<file path="config.mk">
export PLATFORM = sky130hd
export DESIGN_NAME = elastic_reg_pipe_flat
export DESIGN_NICKNAME = d
export VERILOG_FILES = /design/src/rtl/elastic_reg_pipe_pkg.sv /design/src/rtl/elastic_reg_pipe_if.sv /design/src/rtl/elastic_reg_pipe_stage.sv /design/src/rtl/elastic_reg_pipe.sv /design/src/flat_wrapper.sv
export SDC_FILE = /design/constraint.sdc
export NUM_CORES = 1
export LEC_CHECK = 0
export BUFFER_PORTS_ARGS = -buffer_cell sky130_fd_sc_hd__buf_2
export CORE_ASPECT_RATIO = 0.9
export CORE_UTILIZATION = 30
export CTS_CLUSTER_SIZE = 24
export DETAILED_ROUTE_END_ITERATION = 6
export GPL_ROUTABILITY_DRIVEN = 0
export PLACE_DENSITY = 0.58
export SLEW_MARGIN = 10
export SYNTH_ARGS = -nofsm -noshare
export SYNTH_HDL_FRONTEND = slang
export SYNTH_HIERARCHICAL = 1
export SYNTH_SLANG_ARGS = --single-unit
</file>
<file path="constraint.sdc">
create_clock -name clk -period 2.8 [get_ports clk]
set_clock_uncertainty 0.1 [all_clocks]
set_input_delay 0.14 -clock clk [delete_from_list [all_inputs] [get_ports clk]]
set_output_delay 0.14 -clock clk [all_outputs]
set_load 0.01 [all_outputs]
</file>
<file path="src/rtl/elastic_reg_pipe_pkg.sv">
// -----------------------------------------------------------------------------
// elastic_reg_pipe_pkg
// Shared defaults for the elastic register pipe: default data width, default
// stage count and a helper that sizes the occupancy counter.
// No ports (package).
// -----------------------------------------------------------------------------
package elastic_reg_pipe_pkg;

   localparam int DEF_WIDTH = 8;
   localparam int DEF_DEPTH = 4;

   // Bits needed to hold a count in 0..depth (clog2 of depth+1).
   function automatic int cnt_w(input int depth);
      return $clog2(depth + 1);
   endfunction

endpackage

</file>
<file path="src/rtl/elastic_reg_pipe_if.sv">
// -----------------------------------------------------------------------------
// elastic_reg_pipe_if
// Producer and consumer valid/ready handshake bundle of the elastic pipe.
//   in_valid/in_data/in_ready    : producer side
//   out_valid/out_data/out_ready : consumer side
// Modports: slave = the pipe itself, master = whoever drives and drains it.
// -----------------------------------------------------------------------------
interface elastic_reg_pipe_if
   import elastic_reg_pipe_pkg::*;
#(
   parameter int WIDTH = DEF_WIDTH
);
   logic             in_valid;
   logic [WIDTH-1:0] in_data;
   logic             in_ready;
   logic             out_valid;
   logic [WIDTH-1:0] out_data;
   logic             out_ready;

   modport slave  (input  in_valid, in_data, out_ready,
                   output in_ready, out_valid, out_data);
   modport master (output in_valid, in_data, out_ready,
                   input  in_ready, out_valid, out_data);
endinterface

</file>
<file path="src/rtl/elastic_reg_pipe_stage.sv">
// -----------------------------------------------------------------------------
// pipe_stage
// One valid/data register pair of the elastic pipe.
//   clk, rst      : clock, asynchronous active-low reset
//   flush         : synchronous clear of the valid bit (data holds)
//   up_valid/data : what the upstream neighbour (or producer) offers
//   dn_ready      : downstream stage can take this stage's content
//   v, d          : registered valid/data
//   rdy           : this stage loads on the next edge (empty or draining)
// -----------------------------------------------------------------------------
module pipe_stage
   import elastic_reg_pipe_pkg::*;
#(
   parameter int WIDTH = DEF_WIDTH
) (
   input  logic             clk,
   input  logic             rst,
   input  logic             flush,
   input  logic             up_valid,
   input  logic [WIDTH-1:0] up_data,
   input  logic             dn_ready,
   output logic             v,
   output logic [WIDTH-1:0] d,
   output logic             rdy
);

   logic             v_q, v_d;
   logic [WIDTH-1:0] d_q, d_d;

   assign rdy = !v_q || dn_ready;

   always_comb begin
      v_d = v_q;
      d_d = d_q;
      if (flush) begin
         v_d = 1'b0;
      end else if (rdy) begin
         v_d = up_valid;
         // Bubbles leave the data register untouched to save toggling.
         if (up_valid) d_d = up_data;
      end
   end

   always_ff @(posedge clk or negedge rst) begin
      if (!rst) begin
         v_q <= 1'b0;
         d_q <= '0;
      end else begin
         v_q <= v_d;
         d_q <= d_d;
      end
   end

   assign v = v_q;
   assign d = d_q;

endmodule

</file>
<file path="src/rtl/elastic_reg_pipe.sv">
// -----------------------------------------------------------------------------
// elastic_reg_pipe
// DEPTH-stage, WIDTH-bit register pipeline with valid/ready backpressure,
// bubble collapsing, synchronous flush and a registered occupancy count.
//   clk       : clock, rising edge
//   rst       : asynchronous active-low reset
//   flush     : clear every valid bit on the next edge, drop that cycle's
//               input and output transfers
//   bus       : producer/consumer handshake (slave modport)
//   occupancy : number of valid stages
// -----------------------------------------------------------------------------
module elastic_reg_pipe
   import elastic_reg_pipe_pkg::*;
#(
   parameter int WIDTH = DEF_WIDTH,
   parameter int DEPTH = DEF_DEPTH,
   parameter int CNT_W = cnt_w(DEPTH)
) (
   input  logic               clk,
   input  logic               rst,
   input  logic               flush,
   elastic_reg_pipe_if.slave  bus,
   output logic [CNT_W-1:0]   occupancy
);

   logic [DEPTH-1:0] v;
   logic [DEPTH-1:0] rdy;
   logic [DEPTH-1:0] dn_rdy;
   logic [DEPTH-1:0] up_v;
   logic [WIDTH-1:0] d    [DEPTH];
   logic [WIDTH-1:0] up_d [DEPTH];

   // Ready seen by stage i from below: consumer ready, or any empty stage
   // further down. Computed flat from the valid bits so the ready path is a
   // wide OR rather than a chain threaded through the stage instances.
   always_comb begin
      logic acc;
      dn_rdy = '0;
      acc    = bus.out_ready;
      for (int i = DEPTH - 1; i >= 0; i--) begin
         dn_rdy[i] = acc;
         acc       = acc || !v[i];
      end
   end

   for (genvar g = 0; g < DEPTH; g++) begin : g_stage
      if (g == 0) begin : g_head
         assign up_v[g] = bus.in_valid;
         assign up_d[g] = bus.in_data;
      end else begin : g_body
         assign up_v[g] = v[g-1];
         assign up_d[g] = d[g-1];
      end

      pipe_stage #(.WIDTH(WIDTH)) u_stage (
         .clk      (clk),
         .rst      (rst),
         .flush    (flush),
         .up_valid (up_v[g]),
         .up_data  (up_d[g]),
         .dn_ready (dn_rdy[g]),
         .v        (v[g]),
         .d        (d[g]),
         .rdy      (rdy[g])
      );
   end

   assign bus.in_ready  = rdy[0];
   assign bus.out_valid = v[DEPTH-1];
   assign bus.out_data  = d[DEPTH-1];

   // Occupancy is the popcount of the valid bits each stage will hold after
   // the edge, so the registered value always matches the pipe contents.
   logic [CNT_W-1:0] occ_q, occ_d;

   always_comb begin
      occ_d = '0;
      if (!flush) begin
         for (int i = 0; i < DEPTH; i++) begin
            if (rdy[i] ? up_v[i] : v[i]) occ_d = occ_d + CNT_W'(1);
         end
      end
   end

   always_ff @(posedge clk or negedge rst) begin
      if (!rst) occ_q <= '0;
      else      occ_q <= occ_d;
   end

   assign occupancy = occ_q;

endmodule

</file>
<file path="src/flat_wrapper.sv">
// flat-port wrapper written by rule: the top's interface ports become plain ports
module elastic_reg_pipe_flat import elastic_reg_pipe_pkg::*;
#(
   parameter int WIDTH = DEF_WIDTH,
   parameter int DEPTH = DEF_DEPTH,
   parameter int CNT_W = cnt_w(DEPTH)
)
  (clk, rst, flush, occupancy, bus_in_valid, bus_in_data, bus_out_ready, bus_in_ready, bus_out_valid, bus_out_data);
  elastic_reg_pipe_if #(.WIDTH(WIDTH)) bus_i ();
  input  logic clk;
  input  logic rst;
  input  logic flush;
  output logic [CNT_W-1:0] occupancy;
  input wire logic [$bits(bus_i.in_valid)-1:0] bus_in_valid;
  input wire logic [$bits(bus_i.in_data)-1:0] bus_in_data;
  input wire logic [$bits(bus_i.out_ready)-1:0] bus_out_ready;
  output wire logic [$bits(bus_i.in_ready)-1:0] bus_in_ready;
  output wire logic [$bits(bus_i.out_valid)-1:0] bus_out_valid;
  output wire logic [$bits(bus_i.out_data)-1:0] bus_out_data;
  assign bus_i.in_valid = bus_in_valid;
  assign bus_i.in_data = bus_in_data;
  assign bus_i.out_ready = bus_out_ready;
  assign bus_in_ready = bus_i.in_ready;
  assign bus_out_valid = bus_i.out_valid;
  assign bus_out_data = bus_i.out_data;
  elastic_reg_pipe #(.WIDTH(WIDTH), .DEPTH(DEPTH), .CNT_W(CNT_W)) u_core (.clk(clk), .rst(rst), .flush(flush), .bus(bus_i), .occupancy(occupancy));
endmodule
</file>
==> results.yml, run 1 <==
status:
  status: "complete, no violations"
global_route:
  grt_max_degree: 40
  grt_overflow: 0
  antenna_found_initial: 0
  grt_pass1_vias: 995
  grt_pass1_wl_um: 4820
  grt_usage_pct: 10.9
logic_synthesis:
  yosysMostFrequentCell: "dfrtp_1"
  avgSynthCellArea_um2: 14.8
  ys_ff_latch: 39
  muxShareOfSynthArea_pct: 24.7
  synth_compound_area_share_pct: 2.53
  synth_edf_count: 0
  yosys_warnings: 6
  synthArstFlopShare_pct: 100
  synth_top_family_by_area: "multiplexers"
  synth_fa_ha_area_share_pct: 2.17
  synth_simple_gate_area_share_pct: 12.2
  synth_cells: 117
  synthFlopType: "dfrtp_1"
  yosys.area.top_type_share_pct: 56.4
  yosysTopAreaCell: "dfrtp_1"
  synthTopCellsByCount: "39 x dfrtp_1, 34 x mux2_2, 12 x nor2_1"
  synth-xor-area-share_pct: 0.506
  seq_area_frac_synth_pct: 56.4
  synth_fp_nets: 133
  yosysUniqueCellTypes: 18
  synth_area_leaders: "dfrtp_1 56%, mux2_2 22%, nor3b_4 4.3%"
  syn_area_um2: 1730
sta:
  min_period_ns: 2.50
  worst_pin_slew_ns: 0.834
  hold_violations: 0
  setup_ws_ns: 0.297
  fin_crit_sh_pct: 89.4
  setup_tns_ns: 0
  drv_slew: 0
  slew_headroom_pct: 44.4
  rsz0062_at_grt: "no"
  fmax_ghz: 0.399
  hold-worst-slack_ns: 0.0276
  setup_viol: 0
critical_path:
  cp_num_buf_inv: 2
  start_kind: "register"
  cp_slowest_stage_delay_ns: 0.46
  critPathKind: "register to register"
  worst_ep_required_time_ns: 2.91
  cp_top_family: "adder cells"
  critPathSlowestCell: "dfrtp_1"
  critPathMaxFanout: 8
  path_cells: "nand4b_1 -> nor2b_4 -> inv_1 -> mux2i_1 -> ha_1 -> xor2_1 -> ha_1 -> inv_1 -> a311o_1 -> a21oi_2"
  cp.arrival_ns: 2.62
  worstSetupEndpointType: "register"
die:
  rows: 25
  initial_core_util_pct: 32.0
  die_w_um: 82.1
  io_pins: 26
  dieArea_um2: 6080
  core-area_um2: 5410
  fp.dieH_um: 74.1
cts:
  clock_sinks: 39
  insertion_delay_ns: 0.28
  clockBufferDepth: 2
  htree_levels: 2
  cts_buffers: 5
  cts_resized: 0
  postCtsSetupBuffers: 0
  cts-hold-fix-buffers: 9
  cts-root-buf: "clkbuf_8"
  clk_pin_slew_ns: 0.07
  cts_tree: "built"
layout:
  drive_gt1_share_pct: 48.4
  layout.cells.non_filler: 226
  nets: 174
  diodes: 0
  area_delta_synth_final_pct: 24.9
power_and_ir_drop:
  power_frac_seq_pct: 49.0
  p_leak_nw: 0.981
  combPwrFrac_pct: 17.2
  vdd_drop_max_uv: 228
  power_density_nw_per_um2: 739
  p_switching_w: 0.000370
  clock_power_share_pct: 33.8
  switching_share_pct: 23.1
  p_int_w: 0.00123
placed_design:
  dp.final_hpwl_um: 2200
  dp_slack_ns: 0.348
  io_buffers: 25
  dp.cells: 209
drt:
  drt_wl_total_um: 2900
  firstDrtPassIters: 3
  vias: 1021
  wire_per_inst_um: 12.8
  postRouteAntennaNets: 0
  remaining_drc_errors: 0
  via_per_inst: 4.52
  drt_iter0_markers: 40
worst_hold_path:
  worstHoldPathType: "input pin to register"
run:
  cap_violations: 0
[final timing paths]
check / from / slack [ns] / cells after the start / end
min reg2reg: u_core/g_stage[3].u_stage/d[2] / 0.40 / 1 / u_core/g_stage[3].u_stage/d[2]
min in group asynchronous: rst / 0.39 / 2 / u_core/g_stage[0].u_stage/v
max reg2reg: u_core/g_stage[2].u_stage/v / 0.30 / 10 / u_core/occupancy[2]
max: u_core/g_stage[2].u_stage/v / 0.30 / 10 / u_core/occupancy[2]
min: bus_in_valid / 0.03 / 3 / u_core/g_stage[0].u_stage/v
max in group asynchronous: rst / 1.68 / 2 / u_core/g_stage[3].u_stage/d[7]
[metal layers]
layer,wire length [um],vias up,share of wire (%),global-route usage [%]
met3,104,7,3.6,2.33
met2,1410,18,49,17.0
li1,-,490,-,-
met4,79,0,2.7,7.60
met5,0,-,0,0
met1,1300,506,45,13.4
[sequential cells by signal (all words and copies together) (netlist names)]
name                      count
u_core/g_stage.u_stage/v      4
u_core/occupancy              3
u_core/g_stage.u_stage/d     32
[through the flow]
step	cell area (um^2)	utilization, %	power, W
floorplan	1730	-	0.000949
global placement	1940	35.9	0.00105
detailed placement	1940	35.9	0.00107
CTS	2160	40.0	0.00162
global route	2160	40.0	0.00168
finish	2160	40.0	0.00160
[power groups by stage]
stage | logic [W] | clock network (W) | registers (W)
floorplan | 0.000156 | 0 | 0.000793
global placement | 0.000257 | 0 | 0.000789
detailed placement | 0.000269 | 0 | 0.000798
CTS | 0.000280 | 0.000554 | 0.000786
global route | 0.000299 | 0.000574 | 0.000807
finish | 0.000274 | 0.000541 | 0.000784
[final cells by class]
class / count / area (um^2)
clock buffer: 6 / 72.6
clock inverter: 2 / 60.1
fill: 519 / 3250
inverter: 7 / 26.3
multi-input combinational: 71 / 729
sequential: 39 / 976
tap: 67 / 83.8
timing repair buffer: 34 / 215
[placed cells by master, fill, tap and decap left out, drive strengths merged, types with 2 or more instances in the layout]
cell,count
nor3b,4
mux2i,3
inv,7
dfrtp,39
nand3b,2
dlygate4sd3,9
bufinv,2
buf,25
mux2,35
ha,3
nor2b,4
clkbuf,6
nor2,12
[logic make-up after synthesis]
logic type,Yosys count
adders and majority gates,3
and+or+nand+nor,25
xor gates and xnor gates,1
AOI/OAI and AO/OA,4
muxes,38
DFF,39
buffers and inverters,7
[tightest hold or removal path: stages]
cell	delay (ns)
buf_2	0.10
nor2_1	0.05
nor2_1	0.08
(Power assumes the default switching activity.)
==> run 2: changes to the inputs <==
Settings changed: CORE_UTILIZATION 30 to 28, PLACE_DENSITY 0.58 to 0.56.
==> run 2 against run 1 <==
Effect of this change: the run now ends with DRC left; clock power about the same; final cell count is 1.3% higher; sequential share of layout area down 0.078 points; sequential power barely moved; first-iteration DRC count fell by 40%; cell area grew 0.17%; fmax increased by 0.57%; critical endpoint unchanged.
==> results.yml, run 2 (synthesized netlist as in run 1, its figures left out) <==
worst_hold_path:
  min_to: "u_core/g_stage[0].u_stage/v"
  min_path_cells: 3
  worstHoldPathType: "input pin to register"
  min-delay-start: "bus_in_valid"
layout:
  diodes: 0
  area_delta_synth_final_pct: 25.1
  layout_commonest_cell: "dfrtp_1"
  mostFrequentLayoutCells: "39 x dfrtp_1, 34 x mux2_2, 25 x buf_2, 12 x nor2_1, 9 x dlygate4sd3_1"
  nets: 174
  drive_gt1_share_pct: 48.4
  final_util_pct: 37.2
  largest_reg_flops: 32
cts:
  cts-root-buf: "clkbuf_8"
  cts_buffers: 5
  clock_sinks: 39
  insertion_delay_ns: 0.28
  clockBufferDepth: 2
  cts_resized: 0
  clk_pin_slew_ns: 0.07
  htree_levels: 2
  postCtsSetupBuffers: 0
  cts_tree: "built"
  cts-hold-fix-buffers: 9
power_and_ir_drop:
  switching_share_pct: 23.1
  power_density_nw_per_um2: 738
  p_leak_nw: 0.981
  clock_power_share_pct: 33.9
  power_frac_seq_pct: 48.9
  vdd_drop_max_uv: 294
  p_switching_w: 0.000369
  p_int_w: 0.00123
  combPwrFrac_pct: 17.3
critical_path:
  cp_num_buf_inv: 2
  worstSetupEndpointType: "register"
  cp_top_family: "adder cells"
  critPathKind: "register to register"
  r2r-end: "u_core/occupancy[2]"
  critPathSlowestCell: "dfrtp_1"
  reg2reg_from: "u_core/g_stage[2].u_stage/v"
  critPathMaxFanout: 8
  path_cells: "nand4b_1 -> nor2b_4 -> inv_1 -> mux2i_1 -> ha_1 -> xor2_1 -> ha_1 -> inv_1 -> a311o_1 -> a21oi_2"
  cp.arrival_ns: 2.61
  cp_slowest_stage_delay_ns: 0.45
  worst_ep_required_time_ns: 2.92
  reg2reg_slack_ns: 0.31
  start_kind: "register"
  rr_worst_depth: 10
die:
  die_w_um: 84.9
  io_pins: 26
  fp.dieH_um: 76.6
  initial_core_util_pct: 29.7
  core-area_um2: 5820
  rows: 26
  dieArea_um2: 6500
sta:
  rsz0062_at_grt: "no"
  worst_pin_slew_ns: 0.853
  setup_viol: 0
  hold_violations: 0
  setup_tns_ns: 0
  drv_slew: 0
  min_period_ns: 2.49
  fmax_ghz: 0.402
  fin_crit_sh_pct: 88.9
  slew_headroom_pct: 43.2
drt:
  vias: 1034
  firstDrtPassIters: 6
  remaining_drc_errors: 3
  drt_iter0_markers: 24
  wire_per_inst_um: 13.1
  drt_wl_total_um: 2990
  postRouteAntennaNets: 0
  via_per_inst: 4.52
global_route:
  grt_overflow: 0
  grt_usage_pct: 10.4
  grt_max_degree: 40
  grt_pass1_vias: 1147
  antenna_found_initial: 0
  grt_pass1_wl_um: 5120
status:
  status: "complete, but fails checks"
  violations: "DRC"
placed_design:
  io_buffers: 25
  dp.final_hpwl_um: 2230
run:
  cap_violations: 0
run 2: cell counts in the layout (fill, tap and decap cells not counted):
Identical to the previous run, type by type.
run 2: power by group through the flow:
stage	Combinational (W)	Sequential, W	Clock [W]
3_3_place_gp	0.000264	0.000790	0
3_5_place_dp	0.000274	0.000798	0
4_1_cts	0.000284	0.000787	0.000561
6_report	0.000276	0.000782	0.000542
5_1_grt	0.000306	0.000803	0.000587
2_1_floorplan	0.000156	0.000793	0
run 2: area by class of cell:
cell class,count,area (um^2)
sequential,39,976
timing repair buffer,34,215
inverter,7,26.3
tap,70,87.6
multi-input combinational,71,729
fill,550,3660
clock buffer,6,72.6
clock inverter,2,60.1
run 2: tightest hold or removal path: cells and delay by family:
family	cells	cell delay [ns]
and+or+nand+nor	2	0.11
buffers and inverters	1	0.10
run 2: per-stage QoR:
stage	area, um^2	cells	power [W]	hold WS (ns)	setup slack, ns
after detailed placement	1940	212	0.00107	0.211	0.331
final	2170	229	0.00160	0.0141	0.311
after global placement	1940	212	0.00105	0.171	0.485
after global routing	2170	229	0.00170	0.00826	0.131
after CTS	2170	229	0.00163	0.00422	0.307
after floorplan	1730	117	0.000949	-0.256	0.465
run 2: worst max path at each step:
stage	from	endpoint	depth (start not counted)
5_1_grt	u_core/g_stage[3].u_stage/v	u_core/occupancy[2]	10
2_1_floorplan	u_core/g_stage[3].u_stage/v	u_core/occupancy[2]	10
6_report	u_core/g_stage[2].u_stage/v	u_core/occupancy[2]	10
3_3_place_gp	u_core/g_stage[2].u_stage/v	u_core/occupancy[2]	10
4_1_cts	u_core/g_stage[2].u_stage/v	u_core/occupancy[2]	10
3_5_place_dp	u_core/g_stage[2].u_stage/v	u_core/occupancy[2]	10
run 2: routing by layer:
metal,track usage (%),wire (um),vias to the layer above
li1,-,-,492
met1,11.4,1270,509
met2,17.5,1490,27
met3,5.31,194,6
met4,3.56,44,0
met5,0,0,-
==> run 3: changes to the inputs <==
Settings changed: SETUP_SLACK_MARGIN from default to 0.5.
==> run 3 against run 2 <==
Effect of this change: first-iteration DRC count rose by 100%; sequential share of layout area down 3.0 points; setup slack improved by 0.14 ns; clock power is 0.9% higher; non-clock buffer count up 14; the run still ends with DRC left; critical path depth up 1; fmax up 6.1%; core utilization increased by 2.8 points.
==> results.yml, run 3 (synthesized netlist as in run 1, its figures left out) <==
critical_path:
  critPathMaxFanout: 4
  worstSetupEndpointType: "register"
  cp.arrival_ns: 2.46
  start_kind: "register"
  worst_ep_required_time_ns: 2.91
  path_common_cell: "inv_2"
  critPathKind: "register to register"
  critPathSlowestCell: "dfrtp_2"
  reg2reg_slack_ns: 0.45
  cp_slowest_stage_delay_ns: 0.39
  path_cells: "nand4b_1 -> nor2b_4 -> inv_2 -> mux2i_2 -> buf_4 -> ha_4 -> xor2_2 -> ha_2 -> inv_2 -> a311o_1 -> a21oi_2"
placed_design:
  dp.final_hpwl_um: 2160
  io_buffers: 25
cts:
  clockBufferDepth: 2
  cts-root-buf: "clkbuf_8"
  cts_buffers: 5
  htree_levels: 2
  insertion_delay_ns: 0.29
  clock_sinks: 39
  cts_tree: "built"
  clk_pin_slew_ns: 0.07
drt:
  postRouteAntennaNets: 0
  vias: 1081
  drt_iter0_markers: 49
  remaining_drc_errors: 2
  via_per_inst: 4.45
  firstDrtPassIters: 7
  drt_wl_total_um: 3230
  wire_per_inst_um: 13.3
die:
  io_pins: 26
  rows: 26
  core-area_um2: 5820
  fp.dieH_um: 76.6
  initial_core_util_pct: 29.7
  die_w_um: 84.9
  dieArea_um2: 6500
sta:
  worst_pin_slew_ns: 0.865
  drv_slew: 0
  rsz0062_at_grt: "yes"
  setup_viol: 0
  slew_headroom_pct: 42.3
  hold_violations: 0
  fin_crit_sh_pct: 83.8
  min_period_ns: 2.35
  fmax_ghz: 0.426
  setup_tns_ns: 0
  hold-worst-slack_ns: 0.0286
power_and_ir_drop:
  power_density_nw_per_um2: 703
  p_int_w: 0.00125
  combPwrFrac_pct: 18.9
  switching_share_pct: 23.5
  power_frac_seq_pct: 47.7
  p_switching_w: 0.000384
  p_leak_nw: 1.05
  vdd_drop_max_uv: 248
  power_w: 0.00164
  clock_power_share_pct: 33.4
global_route:
  grt_max_degree: 40
  grt_pass1_wl_um: 5270
  antenna_found_initial: 0
  grt_pass1_vias: 1163
  grt_usage_pct: 10.8
  grt_overflow: 0
layout:
  largest_reg_flops: 32
  drive_gt1_share_pct: 59.5
  fillers: 546
  mostFrequentLayoutCells: "36 x dfrtp_1, 33 x mux2_2, 25 x buf_2, 12 x buf_4, 11 x nor2_1"
  area_delta_synth_final_pct: 34.5
  nets: 188
  final_util_pct: 40.0
  diodes: 0
  layout_commonest_cell: "dfrtp_1"
worst_hold_path:
  worstHoldPathType: "input pin to register"
run:
  cap_violations: 0
status:
  status: "complete, but fails checks"
  violations: "DRC"
run 3: through the flow:
stage	cells	cell area [um^2]	worst slack, ns
finish	243	2330	0.454
global route	243	2330	0.357
CTS	237	2230	0.503
detailed placement	212	1950	0.361
global placement	212	1950	0.480
floorplan	117	1730	0.506
run 3: cell type report:
type	count	area, um^2	share of cell area [%]
sequential	39	980	42.1
multi-input combinational	71	774	33.3
timing repair buffer	48	328	14.1
tap	70	87.6	3.76
clock buffer	6	72.6	3.12
clock inverter	2	60.1	2.58
inverter	7	26.3	1.13
run 3: power groups by stage:
stage | combinational [W] | sequential [W] | clock, W
after floorplan | 0.000156 | 0.000793 | 0
after global placement | 0.000265 | 0.000789 | 0
after detailed placement | 0.000276 | 0.000796 | 0
after CTS | 0.000295 | 0.000783 | 0.000571
after global routing | 0.000341 | 0.000801 | 0.000591
final | 0.000309 | 0.000780 | 0.000547
run 3: layer usage:
| metal | GRT usage [%] | vias up | share of wire (%) |
|---|---|---|---|
| met1 | 12.3 | 540 | 43 |
| met2 | 18.0 | 23 | 50 |
| met3 | 3.58 | 8 | 4.8 |
| met5 | 0 | - | 0 |
| met4 | 5.59 | 0 | 2.1 |
| li1 | - | 510 | - |
run 3: worst paths after layout:
kind                                           startpoint                             end  depth (start not counted)
max                           u_core/g_stage[3].u_stage/v             u_core/occupancy[2]                         11
min                                          bus_in_valid     u_core/g_stage[0].u_stage/v                          3
max reg2reg                   u_core/g_stage[3].u_stage/v             u_core/occupancy[2]                         11
min reg2reg                u_core/g_stage[3].u_stage/d[6]  u_core/g_stage[3].u_stage/d[6]                          1
max in group asynchronous                             rst     u_core/g_stage[1].u_stage/v                          2
min in group asynchronous                             rst  u_core/g_stage[0].u_stage/d[4]                          2
run 3: critical path, delay by kind of cell (launching register included):
family | cells | cell delay, ns
muxes | 1 | 0.14
buffers and inverters | 3 | 0.24
adders and majority gates | 2 | 0.47
and+or+nand+nor | 2 | 0.30
DFF | 1 | 0.39
AOI/OAI and AO/OA | 2 | 0.44
xor gates and xnor gates | 1 | 0.17
run 3: repair_timing:
item | 4_1_cts | 5_1_grt
gates resized for setup | 2 | 13
hold buffers | 9 | 0
pin swaps | 2 | 6
endpoints found under the hold margin | 47 | 0
endpoints found under the setup margin | 2 | 3
setup buffers | 8 | 6
